===== src/rtl/cpu_types_pkg.sv =====
// Shared types for the memory arbiter: word/ramstate types, arbiter FSM states
// and the default load value returned on a RAM error.
package cpu_types_pkg;
  localparam int WORD_W = 32;
  typedef logic [WORD_W-1:0] word_t;

  typedef enum logic [1:0] {
    FREE   = 2'd0,
    BUSY   = 2'd1,
    ACCESS = 2'd2,
    ERROR  = 2'd3
  } ramstate_t;

  typedef enum logic [2:0] {
    IDLE   = 3'd0,
    IBUSY  = 3'd1,
    DBUSY  = 3'd2,
    DONE_I = 3'd3,
    DONE_D = 3'd4
  } arb_state_t;

  localparam word_t ERR_LOAD_DEFAULT = 32'hBAD1BAD1;

  function automatic logic is_ram_busy(arb_state_t s);
    return (s == IBUSY) || (s == DBUSY);
  endfunction
endpackage


===== src/rtl/memory_arbiter_if.sv =====
// Request-unit and RAM-side signals of the memory arbiter. slave = arbiter view,
// master = environment view (request unit plus RAM model).
interface memory_arbiter_if;
  import cpu_types_pkg::*;

  // Handshake: imemREN / dmemREN / dmemWEN are levels held by the requester
  // until the matching one-cycle ihit / dhit pulse; a hit is the only completion.
  logic       imemREN;
  word_t      imemaddr;
  logic       dmemREN;
  logic       dmemWEN;
  word_t      dmemaddr;
  word_t      dmemstore;
  logic       ihit;
  logic       dhit;
  word_t      imemload;
  word_t      dmemload;
  logic       ramREN;
  logic       ramWEN;
  word_t      ramaddr;
  word_t      ramstore;
  word_t      ramload;
  ramstate_t  ramstate;
  arb_state_t arb_state;

  modport slave (
    input  imemREN, imemaddr, dmemREN, dmemWEN, dmemaddr, dmemstore, ramload, ramstate,
    output ihit, dhit, imemload, dmemload, ramREN, ramWEN, ramaddr, ramstore, arb_state
  );

  modport master (
    output imemREN, imemaddr, dmemREN, dmemWEN, dmemaddr, dmemstore, ramload, ramstate,
    input  ihit, dhit, imemload, dmemload, ramREN, ramWEN, ramaddr, ramstore, arb_state
  );
endinterface


===== src/rtl/memory_arbiter_perf.sv =====
// Transaction and stall counters for the memory arbiter (built only with
// MEMORY_ARBITER_PERF_EN). All counters wrap modulo 2^32.
module memory_arbiter_perf
  import cpu_types_pkg::*;
(
  input  logic       CLK,
  input  logic       RST,
  input  arb_state_t state,
  input  ramstate_t  ramstate,
  output word_t      icount,
  output word_t      dcount,
  output word_t      stall_cycles
);
  word_t icount_q, icount_d;
  word_t dcount_q, dcount_d;
  word_t stall_q, stall_d;

  always_comb begin
    icount_d = icount_q;
    dcount_d = dcount_q;
    stall_d  = stall_q;
    if (state == DONE_I) icount_d = icount_q + 32'd1;
    if (state == DONE_D) dcount_d = dcount_q + 32'd1;
    if (is_ram_busy(state) && (ramstate != ACCESS)) stall_d = stall_q + 32'd1;
  end

  always_ff @(posedge CLK or posedge RST) begin
    if (RST) begin
      icount_q <= '0;
      dcount_q <= '0;
      stall_q  <= '0;
    end else begin
      icount_q <= icount_d;
      dcount_q <= dcount_d;
      stall_q  <= stall_d;
    end
  end

  assign icount       = icount_q;
  assign dcount       = dcount_q;
  assign stall_cycles = stall_q;
endmodule


===== src/rtl/memory_arbiter.sv =====
// Serializes instruction and data requests onto one RAM port and answers each
// with a one-cycle ihit/dhit. Optional counters: MEMORY_ARBITER_PERF_EN.
module memory_arbiter
  import cpu_types_pkg::*;
#(
  parameter int    DATA_W   = 32,
  parameter word_t ERR_LOAD = ERR_LOAD_DEFAULT
) (
  input  logic              CLK,
  input  logic              RST,
  memory_arbiter_if.slave   bus
`ifdef MEMORY_ARBITER_PERF_EN
  ,
  output word_t             icount,
  output word_t             dcount,
  output word_t             stall_cycles
`endif
);
  arb_state_t        state_q, state_d;
  logic              last_d_q, last_d_d;
  logic              wr_q, wr_d;
  logic [DATA_W-1:0] addr_q, addr_d;
  logic [DATA_W-1:0] store_q, store_d;
  logic [DATA_W-1:0] iload_q, iload_d;
  logic [DATA_W-1:0] dload_q, dload_d;
  logic              d_req;

  always_comb begin
    state_d  = state_q;
    last_d_d = last_d_q;
    wr_d     = wr_q;
    addr_d   = addr_q;
    store_d  = store_q;
    iload_d  = iload_q;
    dload_d  = dload_q;
    d_req    = bus.dmemREN | bus.dmemWEN;
    unique case (state_q)
      IDLE: begin
        // Under contention the side not served last wins; WEN beats REN.
        if (d_req && (!bus.imemREN || !last_d_q)) begin
          state_d = DBUSY;
          addr_d  = bus.dmemaddr;
          store_d = bus.dmemstore;
          wr_d    = bus.dmemWEN;
        end else if (bus.imemREN) begin
          state_d = IBUSY;
          addr_d  = bus.imemaddr;
          store_d = '0;
          wr_d    = 1'b0;
        end
      end
      IBUSY: begin
        if (bus.ramstate == ACCESS) begin
          iload_d = bus.ramload;
          state_d = DONE_I;
        end else if (bus.ramstate == ERROR) begin
          iload_d = ERR_LOAD;
          state_d = DONE_I;
        end
      end
      DBUSY: begin
        if (bus.ramstate == ACCESS) begin
          dload_d = bus.ramload;
          state_d = DONE_D;
        end else if (bus.ramstate == ERROR) begin
          dload_d = ERR_LOAD;
          state_d = DONE_D;
        end
      end
      DONE_I: begin
        last_d_d = 1'b0;
        state_d  = IDLE;
      end
      DONE_D: begin
        last_d_d = 1'b1;
        state_d  = IDLE;
      end
      default: state_d = IDLE;
    endcase
  end

  always_ff @(posedge CLK or posedge RST) begin
    if (RST) begin
      state_q  <= IDLE;
      last_d_q <= 1'b0;
      wr_q     <= 1'b0;
      addr_q   <= '0;
      store_q  <= '0;
      iload_q  <= '0;
      dload_q  <= '0;
    end else begin
      state_q  <= state_d;
      last_d_q <= last_d_d;
      wr_q     <= wr_d;
      addr_q   <= addr_d;
      store_q  <= store_d;
      iload_q  <= iload_d;
      dload_q  <= dload_d;
    end
  end

  // Strobes decode the registered state only, so reset drops them asynchronously.
  assign bus.ramREN    = is_ram_busy(state_q) & ~wr_q;
  assign bus.ramWEN    = is_ram_busy(state_q) & wr_q;
  assign bus.ramaddr   = addr_q;
  assign bus.ramstore  = store_q;
  assign bus.ihit      = (state_q == DONE_I);
  assign bus.dhit      = (state_q == DONE_D);
  assign bus.imemload  = iload_q;
  assign bus.dmemload  = dload_q;
  assign bus.arb_state = state_q;

`ifdef MEMORY_ARBITER_PERF_EN
  memory_arbiter_perf u_perf (
    .CLK          (CLK),
    .RST          (RST),
    .state        (state_q),
    .ramstate     (bus.ramstate),
    .icount       (icount),
    .dcount       (dcount),
    .stall_cycles (stall_cycles)
  );
`endif
endmodule


===== src/flat_wrapper.sv =====
// flat-port wrapper written by rule: the top's interface ports become plain ports
module memory_arbiter_flat import cpu_types_pkg::*;
#(
  parameter int    DATA_W   = 32,
  parameter word_t ERR_LOAD = ERR_LOAD_DEFAULT
)
  (CLK, RST, bus_imemREN, bus_imemaddr, bus_dmemREN, bus_dmemWEN, bus_dmemaddr, bus_dmemstore, bus_ramload, bus_ramstate, bus_ihit, bus_dhit, bus_imemload, bus_dmemload, bus_ramREN, bus_ramWEN, bus_ramaddr, bus_ramstore, bus_arb_state);
  memory_arbiter_if bus_i ();
  input  logic CLK;
  input  logic RST;
  input wire logic [$bits(bus_i.imemREN)-1:0] bus_imemREN;
  input wire logic [$bits(bus_i.imemaddr)-1:0] bus_imemaddr;
  input wire logic [$bits(bus_i.dmemREN)-1:0] bus_dmemREN;
  input wire logic [$bits(bus_i.dmemWEN)-1:0] bus_dmemWEN;
  input wire logic [$bits(bus_i.dmemaddr)-1:0] bus_dmemaddr;
  input wire logic [$bits(bus_i.dmemstore)-1:0] bus_dmemstore;
  input wire logic [$bits(bus_i.ramload)-1:0] bus_ramload;
  input wire logic [$bits(bus_i.ramstate)-1:0] bus_ramstate;
  output wire logic [$bits(bus_i.ihit)-1:0] bus_ihit;
  output wire logic [$bits(bus_i.dhit)-1:0] bus_dhit;
  output wire logic [$bits(bus_i.imemload)-1:0] bus_imemload;
  output wire logic [$bits(bus_i.dmemload)-1:0] bus_dmemload;
  output wire logic [$bits(bus_i.ramREN)-1:0] bus_ramREN;
  output wire logic [$bits(bus_i.ramWEN)-1:0] bus_ramWEN;
  output wire logic [$bits(bus_i.ramaddr)-1:0] bus_ramaddr;
  output wire logic [$bits(bus_i.ramstore)-1:0] bus_ramstore;
  output wire logic [$bits(bus_i.arb_state)-1:0] bus_arb_state;
  assign bus_i.imemREN = bus_imemREN;
  assign bus_i.imemaddr = bus_imemaddr;
  assign bus_i.dmemREN = bus_dmemREN;
  assign bus_i.dmemWEN = bus_dmemWEN;
  assign bus_i.dmemaddr = bus_dmemaddr;
  assign bus_i.dmemstore = bus_dmemstore;
  assign bus_i.ramload = bus_ramload;
  assign bus_i.ramstate = bus_ramstate;
  assign bus_ihit = bus_i.ihit;
  assign bus_dhit = bus_i.dhit;
  assign bus_imemload = bus_i.imemload;
  assign bus_dmemload = bus_i.dmemload;
  assign bus_ramREN = bus_i.ramREN;
  assign bus_ramWEN = bus_i.ramWEN;
  assign bus_ramaddr = bus_i.ramaddr;
  assign bus_ramstore = bus_i.ramstore;
  assign bus_arb_state = bus_i.arb_state;
  memory_arbiter #(.DATA_W(DATA_W), .ERR_LOAD(ERR_LOAD)) u_core (.CLK(CLK), .RST(RST), .bus(bus_i));
endmodule

===== config.mk =====
export PLATFORM = sky130hd
export DESIGN_NAME = memory_arbiter_flat
export DESIGN_NICKNAME = d
export VERILOG_FILES = /design/src/rtl/cpu_types_pkg.sv /design/src/rtl/memory_arbiter_if.sv /design/src/rtl/memory_arbiter_perf.sv /design/src/rtl/memory_arbiter.sv /design/src/flat_wrapper.sv
export SDC_FILE = /design/constraint.sdc
export NUM_CORES = 1
export LEC_CHECK = 0
export ABC_AREA = 1
export BUFFER_PORTS_ARGS = -buffer_cell sky130_fd_sc_hd__clkbuf_2
export CAP_MARGIN = 10
export CELL_PAD_IN_SITES_DETAIL_PLACEMENT = 1
export CELL_PAD_IN_SITES_GLOBAL_PLACEMENT = 2
export CORE_MARGIN = 1.5
export CORE_UTILIZATION = 23
export CTS_BUF_LIST = sky130_fd_sc_hd__clkbuf_8
export CTS_CLUSTER_DIAMETER = 50
export DETAILED_ROUTE_END_ITERATION = 8
export PLACE_DENSITY = 0.86
export REMOVE_ABC_BUFFERS = 1
export SLEW_MARGIN = 40
export SYNTH_ARGS = -nofsm -noshare
export SYNTH_HDL_FRONTEND = slang
export SYNTH_SLANG_ARGS = --single-unit

===== constraint.sdc =====
create_clock -name CLK -period 3.3 [get_ports CLK]
set_input_delay 0 -clock CLK [delete_from_list [all_inputs] [get_ports CLK]]
set_output_delay 0 -clock CLK [all_outputs]
set_load 0.005 [all_outputs]

-- Word level (Yosys, flattened, before mapping)
Index checks and enable logic that the tools add are counted.
- flip-flop bits (word level): 133
- bits of input ports: 135
- output and inout port bits: 135
- word-level logic and storage cells: 49
- equality and inequality tests: 9
- mux-type cells: 16
- bitwise operators: 4
- reductions and logical operators: 13
- operators by type and width (cell ; count):
    2-to-1 mux 32 bit ; 6
    2-to-1 mux 3 bit ; 6
    case mux 3 bit (3 select lines) ; 1
    == test 3 x 2 -> 1 bit (second input constant) ; 2
    inequality test 3 x 1 -> 1 bit (second input constant) ; 2
    AND reduction 2 bit ; 3
    nonzero test 2 bit ; 3
    == test 2 bit (second input constant) ; 2
    == test 3 x 1 -> 1 bit (second input constant) ; 1
    == test 3 bit (second input constant) ; 1
    zero test 3 bit ; 1
    inequality test 3 x 2 -> 1 bit (second input constant) ; 1
    AND reduction 3 bit ; 1
    bitwise AND 1 bit ; 2
    zero test 1 bit ; 2
    logical OR 1 bit ; 2
    2-to-1 mux 1 bit ; 2
    case mux 1 bit (2 select lines) ; 1
    logical AND 1 bit ; 1
    NOT 1 bit ; 1
    OR 1 bit ; 1

-- Longest topological paths before layout
Gate-level depths: netlist of the first run.
- word-level depth: 5
- depth in mapped cells: 9
- gate-level depth less buffers: 7

-- Least setup slack after synthesis of the first run
OpenSTA, ideal clock, no wires.
- path type: register to register
- start point: reg u_core.state_q[0], in the netlist u_core.bus.arb_state[0]
- end point: reg u_core.addr_q[0], in the netlist u_core.bus.ramaddr[0]
- library setup time: 0.117 ns
- data arrival time: 1.253 ns
- data required time: 3.183 ns
- path slack: 1.931 ns
- stages on the path, launching flop included: 8
- path buffers: 1
- clock period less this slack: 1.369 ns
- path through: dfrtp_1 > inv_1 > nand3_1 > a21oi_2 > inv_2 > buf_2 > nand2_1 > nand2_1
- longest elaborated chain between the ends: 2
- ends and longest elaborated chain (item ; RTL line ; text):
    from (decl) ; memory_arbiter.sv:19 ; arb_state_t state_q, state_d;
    from (signal assigned) ; memory_arbiter.sv:92 ; state_q <= state_d;
    zero test 3 bit ; memory_arbiter.sv:37 ; unique case (state_q)
    AND reduction 2 bit (no source line) ; - ;
    to (signal assigned) ; memory_arbiter.sv:95 ; addr_q <= addr_d;
    to (decl) ; memory_arbiter.sv:22 ; logic [DATA_W-1:0] addr_q, addr_d;
No other way between the ends.
A chain may end at the register's enable or synchronous reset.

-- Final worst setup path of the first run
- start point: reg u_core.last_d_q
- end point: reg u_core.addr_q[24], in the netlist u_core.bus.ramaddr[24]
- longest elaborated chain between the ends: 5
- elaborated cells between the ends (all ways): 6
- those cells by class: mux: 1; reduce/logical: 5
- ends and longest elaborated chain (item ; RTL line ; text):
    from (decl) ; memory_arbiter.sv:20 ; logic last_d_q, last_d_d;
    from (signal assigned) ; memory_arbiter.sv:93 ; last_d_q <= last_d_d;
    zero test 1 bit * ; memory_arbiter.sv:40 ; if (d_req && (!bus.imemREN || !last_d_q)) begin
    logical OR 1 bit * ; memory_arbiter.sv:40 ;
    logical AND 1 bit * ; memory_arbiter.sv:40 ;
    nonzero test 2 bit (no source line) ; - ;
    AND reduction 2 bit (no source line) ; - ;
Every way passes the cells marked *; elsewhere a longest branch is shown, timed or not.

==> metrics.json, run 1 <==
{
  "outcome": {"value": "complete, no violations"},
  "totalWireLength": {"value": 21.74, "unit": "mm"},
  "port-buffer-count": {"value": 269},
  "fp.coreArea": {"value": 25110, "unit": "um^2"},
  "yosys_warnings": {"value": 0},
  "synth.yosys.seq_area_share": {"value": 56.60, "unit": "%"},
  "synthTopCellsByArea": {"value": "sky130_fd_sc_hd__dfrtp_1, sky130_fd_sc_hd__nand2_1, sky130_fd_sc_hd__o21ai_0"},
  "cell_family_with_the_largest_share_of_critical_path_delay": {"value": "buffers and inverters"},
  "maxClockFrequency": {"value": 453.3, "unit": "MHz"},
  "drt-vias-per-instance": {"value": 4.232},
  "worst_tran_pin_value": {"value": 0.5848, "unit": "ns"},
  "fin_ws": {"value": 1.094, "unit": "ns"},
  "clock_tree.buffer_depth": {"value": 2},
  "mostFrequentLayoutCell": {"value": "sky130_fd_sc_hd__nand2_1"},
  "tritoncts": {"value": "done"},
  "die_h": {"value": 162.9, "unit": "um"},
  "num_io_pins": {"value": 270},
  "vdd_drop_max": {"value": 0.0002912, "unit": "V"},
  "place.detailed.hpwl": {"value": 13.52, "unit": "mm"},
  "post_synth.cell_area_avg": {"value": 7.883, "unit": "um^2"},
  "ctsResizeCount": {"value": 0},
  "setup.worst_path.start_class": {"value": "register"},
  "power.density": {"value": 773.1, "unit": "nW/um^2"},
  "drt_pre_antenna_iters": {"value": 4},
  "period_minus_slack": {"value": 2.206, "unit": "ns"},
  "postRouteAntennaNets": {"value": 0},
  "cts_max_level": {"value": 4},
  "worstSetupEndpointType": {"value": "register"},
  "first_global_vias": {"value": 6730},
  "design.die.area": {"value": 26540, "unit": "um^2"},
  "timing.max_cap.violations": {"value": 0},
  "setup_viol": {"value": 0},
  "synth_cells": {"value": 746},
  "clk_transition_reported_paths": {"value": 0.08, "unit": "ns"},
  "timing.critical_path.buf_inv": {"value": 3},
  "rsz0062_at_grt": {"value": "no"},
  "post_synth_instance_area": {"value": 5881, "unit": "um^2"},
  "place_ws": {"value": 1.331, "unit": "ns"},
  "crit_required": {"value": 3.67, "unit": "ns"},
  "power.total": {"value": 0.007150, "unit": "W"},
  "diodes": {"value": 0},
  "drt-wirelength-per-cell": {"value": 14.72, "unit": "um"},
  "timing.critical_path.slowest_cell_delay": {"value": 0.59, "unit": "ns"},
  "synthToLayoutAreaGrowth": {"value": 57.26, "unit": "%"},
  "yosysTopAreaCell": {"value": "sky130_fd_sc_hd__dfrtp_1"},
  "floorplan.initialDensity": {"value": 23.42, "unit": "%"},
  "path_class": {"value": "reg2reg"},
  "cp.arrival": {"value": 2.57, "unit": "ns"},
  "layout.cells.most_common_list": {"value": "sky130_fd_sc_hd__nand2_1, sky130_fd_sc_hd__clkbuf_2, sky130_fd_sc_hd__dlygate4sd3_1, sky130_fd_sc_hd__dfrtp_1, sky130_fd_sc_hd__o21ai_0"},
  "clock_insertion_delay_worst_skew": {"value": 0.44, "unit": "ns"},
  "synth_top_area_share": {"value": 56.60, "unit": "%"},
  "timing.critical_path.cells": {"value": "nand2_1 -> inv_1 -> nor2_4 -> buf_4 -> nand2_1 -> o21ai_0 -> dlygate4sd3_1 -> nand2_1 -> nand2_1"},
  "num-fill-cells": {"value": 3101},
  "power.leakage": {"value": 5.086, "unit": "nW"},
  "post-place-cells": {"value": 1314},
  "drt_drc_violations_left": {"value": 0},
  "fraction_of_final_layout_cells_sized_beyond_drive_strength_1": {"value": 27.90, "unit": "%"},
  "critical_path_peak_fanout": {"value": 64},
  "floorplan.die.width": {"value": 162.9, "unit": "um"},
  "hold-worst-slack": {"value": 0.04671, "unit": "ns"},
  "vias": {"value": 6251},
  "tritoncts_sink_count": {"value": 133},
  "fin_worst_skew": {"value": 0.01505, "unit": "ns"},
  "floorplan.rows": {"value": 58},
  "number_of_antenna_violations_at_the_first_check_in_global_routing": {"value": 0},
  "timing.final.max_slew_violations": {"value": 0},
  "yosys.cell_types.count": {"value": 23},
  "max_slew_margin": {"value": 61.01, "unit": "%"},
  "hold_viol_final": {"value": 0},
  "grtUsageTotal": {"value": 16.70, "unit": "%"},
  "fin_crit_sh": {"value": 66.85, "unit": "%"},
  "fin_area": {"value": 9248, "unit": "um^2"},
  "layoutNonFillerInstCount": {"value": 1477},
  "hold_class": {"value": "in2reg"},
  "grt_first_pass_wirelength": {"value": 34.87, "unit": "mm"},
  "first_iter_violations": {"value": 205},
  "synth-seq-cells": {"value": 133},
  "gp_congestion": {"value": 0.7613},
  "grt_start_max_net_pins": {"value": 81},
  "critPathSlowestCell": {"value": "sky130_fd_sc_hd__dlygate4sd3_1"},
  "cts_root_buf": {"value": "sky130_fd_sc_hd__clkbuf_8"},
  "cts_buffers": {"value": 17},
  "num-nets-final": {"value": 1271},
  "post_place_instance_area": {"value": 7535, "unit": "um^2"},
  "cpMostUsedCell": {"value": "sky130_fd_sc_hd__nand2_1"},
  "grt_overflow": {"value": 0}
}
[through the flow]
step,util (%),TNS [ns]
2_1_floorplan,-,-33.84
3_3_place_gp,29.99,0
3_5_place_dp,30.01,0
4_1_cts,36.82,0
5_1_grt,36.83,0
6_report,36.83,0
[final cells by class]
type	count	area, um^2	share of cell area (%)
Tap cell	330	412.9	4.465
Inverter	58	225.2	2.435
Timing Repair Buffer	411	2758	29.82
Clock inverter	12	131.4	1.421
Clock buffer	18	247.7	2.679
Sequential cell	133	3328	35.99
Multi-Input combinational cell	515	2145	23.19
[kinds of logic after synthesis]
logic type	share of synthesized area [%]
AND/OR/NAND/NOR	28.96
flip-flops	56.60
buffers and inverters	7.319
AO/OA/AOI/OAI	7.128
[timing repair]
action                    in CTS  in global routing
setup buffers                  0                  0
hold buffers                 133                  0
hold endpoints to repair     210                  0
[power breakdown]
part | total, W | switching [W] | internal (W)
registers | 0.00280 | 0.000427 | 0.00237
logic | 0.00297 | 0.00175 | 0.00122
clock network | 0.00138 | 0.000698 | 0.000685
total | 0.00715 | 0.00287 | 0.00428
[routing by layer]
metal	up-vias	share of wire [%]	track usage, %
met5	-	0	0
met4	0	0.97	3.962
met3	15	7.0	5.220
met2	197	49	30.06
met1	3003	44	19.15
li1	3036	-	-
[synth_stat cells (all sizes together)]
library cell    n
nand4           1
nand2         328
dfrtp         133
a21oi           3
nor2           75
o21ai          80
clkbuf         13
nor3            1
or2            19
nand3           8
inv            58
buf            27
[tightest hold or removal path, stage by stage]
cell	delay (ns)
sky130_fd_sc_hd__clkbuf_2	0.09
sky130_fd_sc_hd__o21ai_0	0.11
sky130_fd_sc_hd__nand2_1	0.09
sky130_fd_sc_hd__nand2_1	0.04
sky130_fd_sc_hd__nand3_1	0.06
sky130_fd_sc_hd__nand2_1	0.05
[path summary, 6_finish.rpt]
| kind | start | end | slack, ns | cells after the start |
|---|---|---|---|---|
| max | u_core.last_d_q$_DFFE_PP0P_ | u_core.bus.ramaddr[24]$_DFFE_PP0P_ | 1.09 | 9 |
| min | bus_dmemREN | u_core.bus.arb_state[0]$_DFFE_PP0P_ | 0.05 | 6 |
| max reg2reg | u_core.last_d_q$_DFFE_PP0P_ | u_core.bus.ramaddr[24]$_DFFE_PP0P_ | 1.09 | 9 |
| min reg2reg | u_core.bus.ramstore[17]$_DFFE_PP0P_ | u_core.bus.ramstore[17]$_DFFE_PP0P_ | 0.47 | 2 |
| max in group asynchronous | RST | u_core.bus.ramaddr[4]$_DFFE_PP0P_ | 2.36 | 4 |
| min in group asynchronous | RST | u_core.bus.dmemload[1]$_DFFE_PP0P_ | 0.22 | 3 |
[flip-flops by register name (all words and copies together) (netlist names)]
name                  count
u_core.bus.arb_state      3
u_core.bus.dmemload      32
u_core.bus.imemload      32
u_core.bus.ramaddr       32
u_core.bus.ramstore      32
u_core.last_d_q           1
u_core.wr_q               1
(Power assumes the default switching activity.)
==> run 2: changes to the inputs <==
==> constraint.sdc (replaced) <==
create_clock -name CLK -period 1.9 [get_ports CLK]
set_input_delay 0 -clock CLK [delete_from_list [all_inputs] [get_ports CLK]]
set_output_delay 0 -clock CLK [all_outputs]
set_load 0.005 [all_outputs]
==> run 2 against run 1 <==
First-iteration DRC count is 70% higher. Sequential cell count stayed put. Largest cell class unchanged. Sequential share of layout area decreased by 1.4 points. Combinational power grew 86%. Power rose by 82%. Highest routed layer unchanged.
==> metrics.json, run 2 (same netlist as run 1, synthesis figures left out) <==
{
  "swShare": {"value": 40.14, "unit": "%", "change": "was 40.16%"},
  "fin_ws": {"value": 0.1919, "unit": "ns", "change": "was 1.094 ns"},
  "hold_viol_final": {"value": 0, "change": "unchanged"},
  "clock_insertion_delay_worst_skew": {"value": 0.44, "unit": "ns", "change": "about the same"},
  "cts_max_level": {"value": 4, "change": "unchanged"},
  "power_switching": {"value": 0.005238, "unit": "W", "change": "was 0.002871 W"},
  "finish.utilization": {"value": 38.36, "unit": "%", "change": "was 36.83%"},
  "cp.arrival": {"value": 1.71, "unit": "ns", "change": "was 2.57 ns"},
  "port-buffer-count": {"value": 269, "change": "unchanged"},
  "cts_root_buf": {"value": "sky130_fd_sc_hd__clkbuf_8", "change": "unchanged"},
  "grt_start_max_net_pins": {"value": 65, "change": "was 81"},
  "rsz0062_at_grt": {"value": "no", "change": "unchanged"},
  "number_of_antenna_violations_at_the_first_check_in_global_routing": {"value": 0, "change": "unchanged"},
  "place_ws": {"value": 0.3207, "unit": "ns", "change": "was 1.331 ns"},
  "vdd_drop_max": {"value": 0.0005270, "unit": "V", "change": "was 0.0002912 V"},
  "grtUsageTotal": {"value": 17.31, "unit": "%", "change": "was 16.70%"},
  "setup.worst_path.start_class": {"value": "register", "change": "unchanged"},
  "power.density": {"value": 1355, "unit": "nW/um^2", "change": "was 773.1 nW/um^2"},
  "hold_class": {"value": "in2reg", "change": "unchanged"},
  "drt-vias-per-instance": {"value": 4.283, "change": "was 4.232"},
  "seq_power_share": {"value": 37.4, "unit": "%", "change": "was 39.1%"},
  "layoutNonFillerInstCount": {"value": 1503, "change": "was 1,477"},
  "totalWireLength": {"value": 23.98, "unit": "mm", "change": "was 21.74 mm"},
  "num-fill-cells": {"value": 3062, "change": "was 3,101"},
  "fp.coreArea": {"value": 25110, "unit": "um^2", "change": "unchanged"},
  "seq_area": {"value": 3328, "unit": "um^2", "change": "unchanged"},
  "die_h": {"value": 162.9, "unit": "um", "change": "unchanged"},
  "floorplan.initialDensity": {"value": 23.42, "unit": "%", "change": "unchanged"},
  "diodes": {"value": 0, "change": "unchanged"},
  "multiInputGateArea": {"value": 2145, "unit": "um^2", "change": "unchanged"},
  "postRouteAntennaNets": {"value": 0, "change": "unchanged"},
  "tritoncts_sink_count": {"value": 133, "change": "unchanged"},
  "worstSetupEndpointType": {"value": "output pin", "change": "was register"},
  "clk_transition_reported_paths": {"value": 0.08, "unit": "ns", "change": "about the same"},
  "cts_buffers": {"value": 17, "change": "unchanged"},
  "drt_drc_violations_left": {"value": 0, "change": "unchanged"},
  "worst_tran_pin_value": {"value": 0.5200, "unit": "ns", "change": "was 0.5848 ns"},
  "drt-wirelength-per-cell": {"value": 15.95, "unit": "um", "change": "was 14.72 um"},
  "setup_viol": {"value": 0, "change": "unchanged"},
  "tritoncts": {"value": "done", "change": "unchanged"},
  "floorplan.rows": {"value": 58, "change": "unchanged"},
  "gp_congestion": {"value": 0.7438, "change": "was 0.7613"},
  "power.leakage": {"value": 5.376, "unit": "nW", "change": "was 5.086 nW"},
  "fraction_of_power_consumed_by_combinational_cells": {"value": 42.4, "unit": "%", "change": "was 41.5%"},
  "crit_required": {"value": 1.90, "unit": "ns", "change": "was 3.67 ns"},
  "grt_overflow": {"value": 0, "change": "unchanged"},
  "floorplan.die.width": {"value": 162.9, "unit": "um", "change": "unchanged"},
  "power.clock.fraction": {"value": 20.3, "unit": "%", "change": "was 19.3%"},
  "p_int": {"value": 0.007810, "unit": "W", "change": "was 0.004279 W"},
  "drt_pre_antenna_iters": {"value": 5, "change": "was 4"},
  "clock_tree.buffer_depth": {"value": 2, "change": "unchanged"},
  "period_minus_slack": {"value": 1.708, "unit": "ns"},
  "timing.final.max_slew_violations": {"value": 0, "change": "unchanged"},
  "design.die.area": {"value": 26540, "unit": "um^2", "change": "unchanged"},
  "internal_reg_to_reg_setup_slack": {"value": 0.24, "unit": "ns", "change": "was 1.09 ns"},
  "maxClockFrequency": {"value": 585.5, "unit": "MHz"},
  "num-nets-final": {"value": 1295, "change": "was 1,271"},
  "grt_first_pass_wirelength": {"value": 36.03, "unit": "mm", "change": "was 34.87 mm"},
  "fin_worst_skew": {"value": 0.02077, "unit": "ns", "change": "was 0.01505 ns"},
  "num_io_pins": {"value": 270, "change": "unchanged"},
  "max_slew_margin": {"value": 65.33, "unit": "%", "change": "was 61.01%"},
  "path_class": {"value": "reg2out", "change": "was reg2reg"},
  "timing.max_cap.violations": {"value": 0, "change": "unchanged"},
  "post-place-cells": {"value": 1324, "change": "was 1,314"},
  "place.detailed.hpwl": {"value": 14.15, "unit": "mm", "change": "was 13.52 mm"},
  "first_iter_violations": {"value": 349, "change": "was 205"},
  "critical_path_peak_fanout": {"value": 14, "change": "was 64"},
  "synthToLayoutAreaGrowth": {"value": 63.79, "unit": "%", "change": "was 57.26%"},
  "vias": {"value": 6438, "change": "was 6,251"},
  "layout.cells.most_common_list": {"value": "sky130_fd_sc_hd__nand2_1, sky130_fd_sc_hd__clkbuf_2, sky130_fd_sc_hd__dfrtp_1", "change": "was sky130_fd_sc_hd__nand2_1, sky130_fd_sc_hd__clkbuf_2, sky130_fd_sc_hd__dlygate4sd3_1, sky130_fd_sc_hd__dfrtp_1, sky130_fd_sc_hd__o21ai_0"},
  "first_global_vias": {"value": 6756, "change": "was 6,730"},
  "mostFrequentLayoutCell": {"value": "sky130_fd_sc_hd__nand2_1", "change": "unchanged"},
  "fin_crit_sh": {"value": 89.90, "unit": "%"},
  "outcome": {"value": "complete, no violations", "change": "unchanged"},
  "fraction_of_final_layout_cells_sized_beyond_drive_strength_1": {"value": 29.92, "unit": "%", "change": "was 27.90%"}
}
==> run 2: cell count changes in the layout (fill, tap and decap cells not counted), moves of 5 or more <==
| cell | delta |
|---|---|
| sky130_fd_sc_hd__buf_4 | +13 |
| sky130_fd_sc_hd__dlygate4sd3_1 | -11 |
| sky130_fd_sc_hd__dlymetal6s4s_1 | +11 |
| sky130_fd_sc_hd__buf_12 | +7 |
| sky130_fd_sc_hd__inv_6 | +5 |
==> run 2: power groups by stage <==
stage	combinational [W]	sequential (W)	clock (W)
floorplan	0.00221	0.00490	0
global placement	0.00492	0.00485	0
detailed placement	0.00507	0.00487	0
CTS	0.00539	0.00486	0.00276
global route	0.00627	0.00504	0.00289
finish	0.00553	0.00487	0.00264
==> run 2: critical path, stage by stage (launching register included) <==
cell and delay [ns]:
sky130_fd_sc_hd__dfrtp_1 0.45, sky130_fd_sc_hd__inv_2 0.12, sky130_fd_sc_hd__nand3_2 0.16, sky130_fd_sc_hd__buf_4 0.24
sky130_fd_sc_hd__a21oi_1 0.16, sky130_fd_sc_hd__clkbuf_2 0.16
==> run 2: final timing paths <==
path	cells after the start	start	end
worst max register to register	11	u_core.last_d_q$_DFFE_PP0P_	u_core.bus.ramaddr[0]$_DFFE_PP0P_
worst min-delay path	6	bus_dmemREN	u_core.bus.arb_state[0]$_DFFE_PP0P_
min in group asynchronous	3	RST	u_core.bus.imemload[1]$_DFFE_PP0P_
worst max-delay path	5	u_core.bus.arb_state[1]$_DFFE_PP0P_	bus_ramWEN
worst min register to register	2	u_core.bus.ramstore[8]$_DFFE_PP0P_	u_core.bus.ramstore[8]$_DFFE_PP0P_
max in group asynchronous	4	RST	u_core.bus.imemload[8]$_DFFE_PP0P_
==> run 2: cell type report <==
class                   count  share of cell area [%]
flip-flops and latches    133                   34.55
repair buffers            435                   32.18
multi-input cells         515                   22.27
well taps                 330                   4.287
clock buffers              17                   2.429
inverters                  58                   2.312
clock inverters            15                   1.975
==> run 2: metal layers <==
metal / part of all wire (%) / track usage, %
met1: 41 / 20.15
met2: 50 / 30.23
met3: 7.8 / 5.959
met4: 1.8 / 4.420
met5: 0 / 0
==> run 2: through the flow <==
step | total power, W | TNS [ns] | cell area, um^2 | hold slack, ns
2_1_floorplan | 0.007104 | -292.79 | 5668 | 0.1166
3_3_place_gp | 0.009763 | 0 | 7655 | 0.06268
3_5_place_dp | 0.009939 | 0 | 7655 | 0.07192
4_1_cts | 0.01302 | 0 | 9410 | 0.01237
5_1_grt | 0.01420 | 0 | 9632 | 0.05251
6_report | 0.01305 | 0 | 9632 | 0.06925
==> run 2: what timing repair did <==
action / CTS / global route
buffers inserted: 0 / 9
setup endpoints to repair: 0 / 28
gates resized for setup: 0 / 19
endpoints found under the hold margin: 228 / 16
hold buffers: 133 / 16
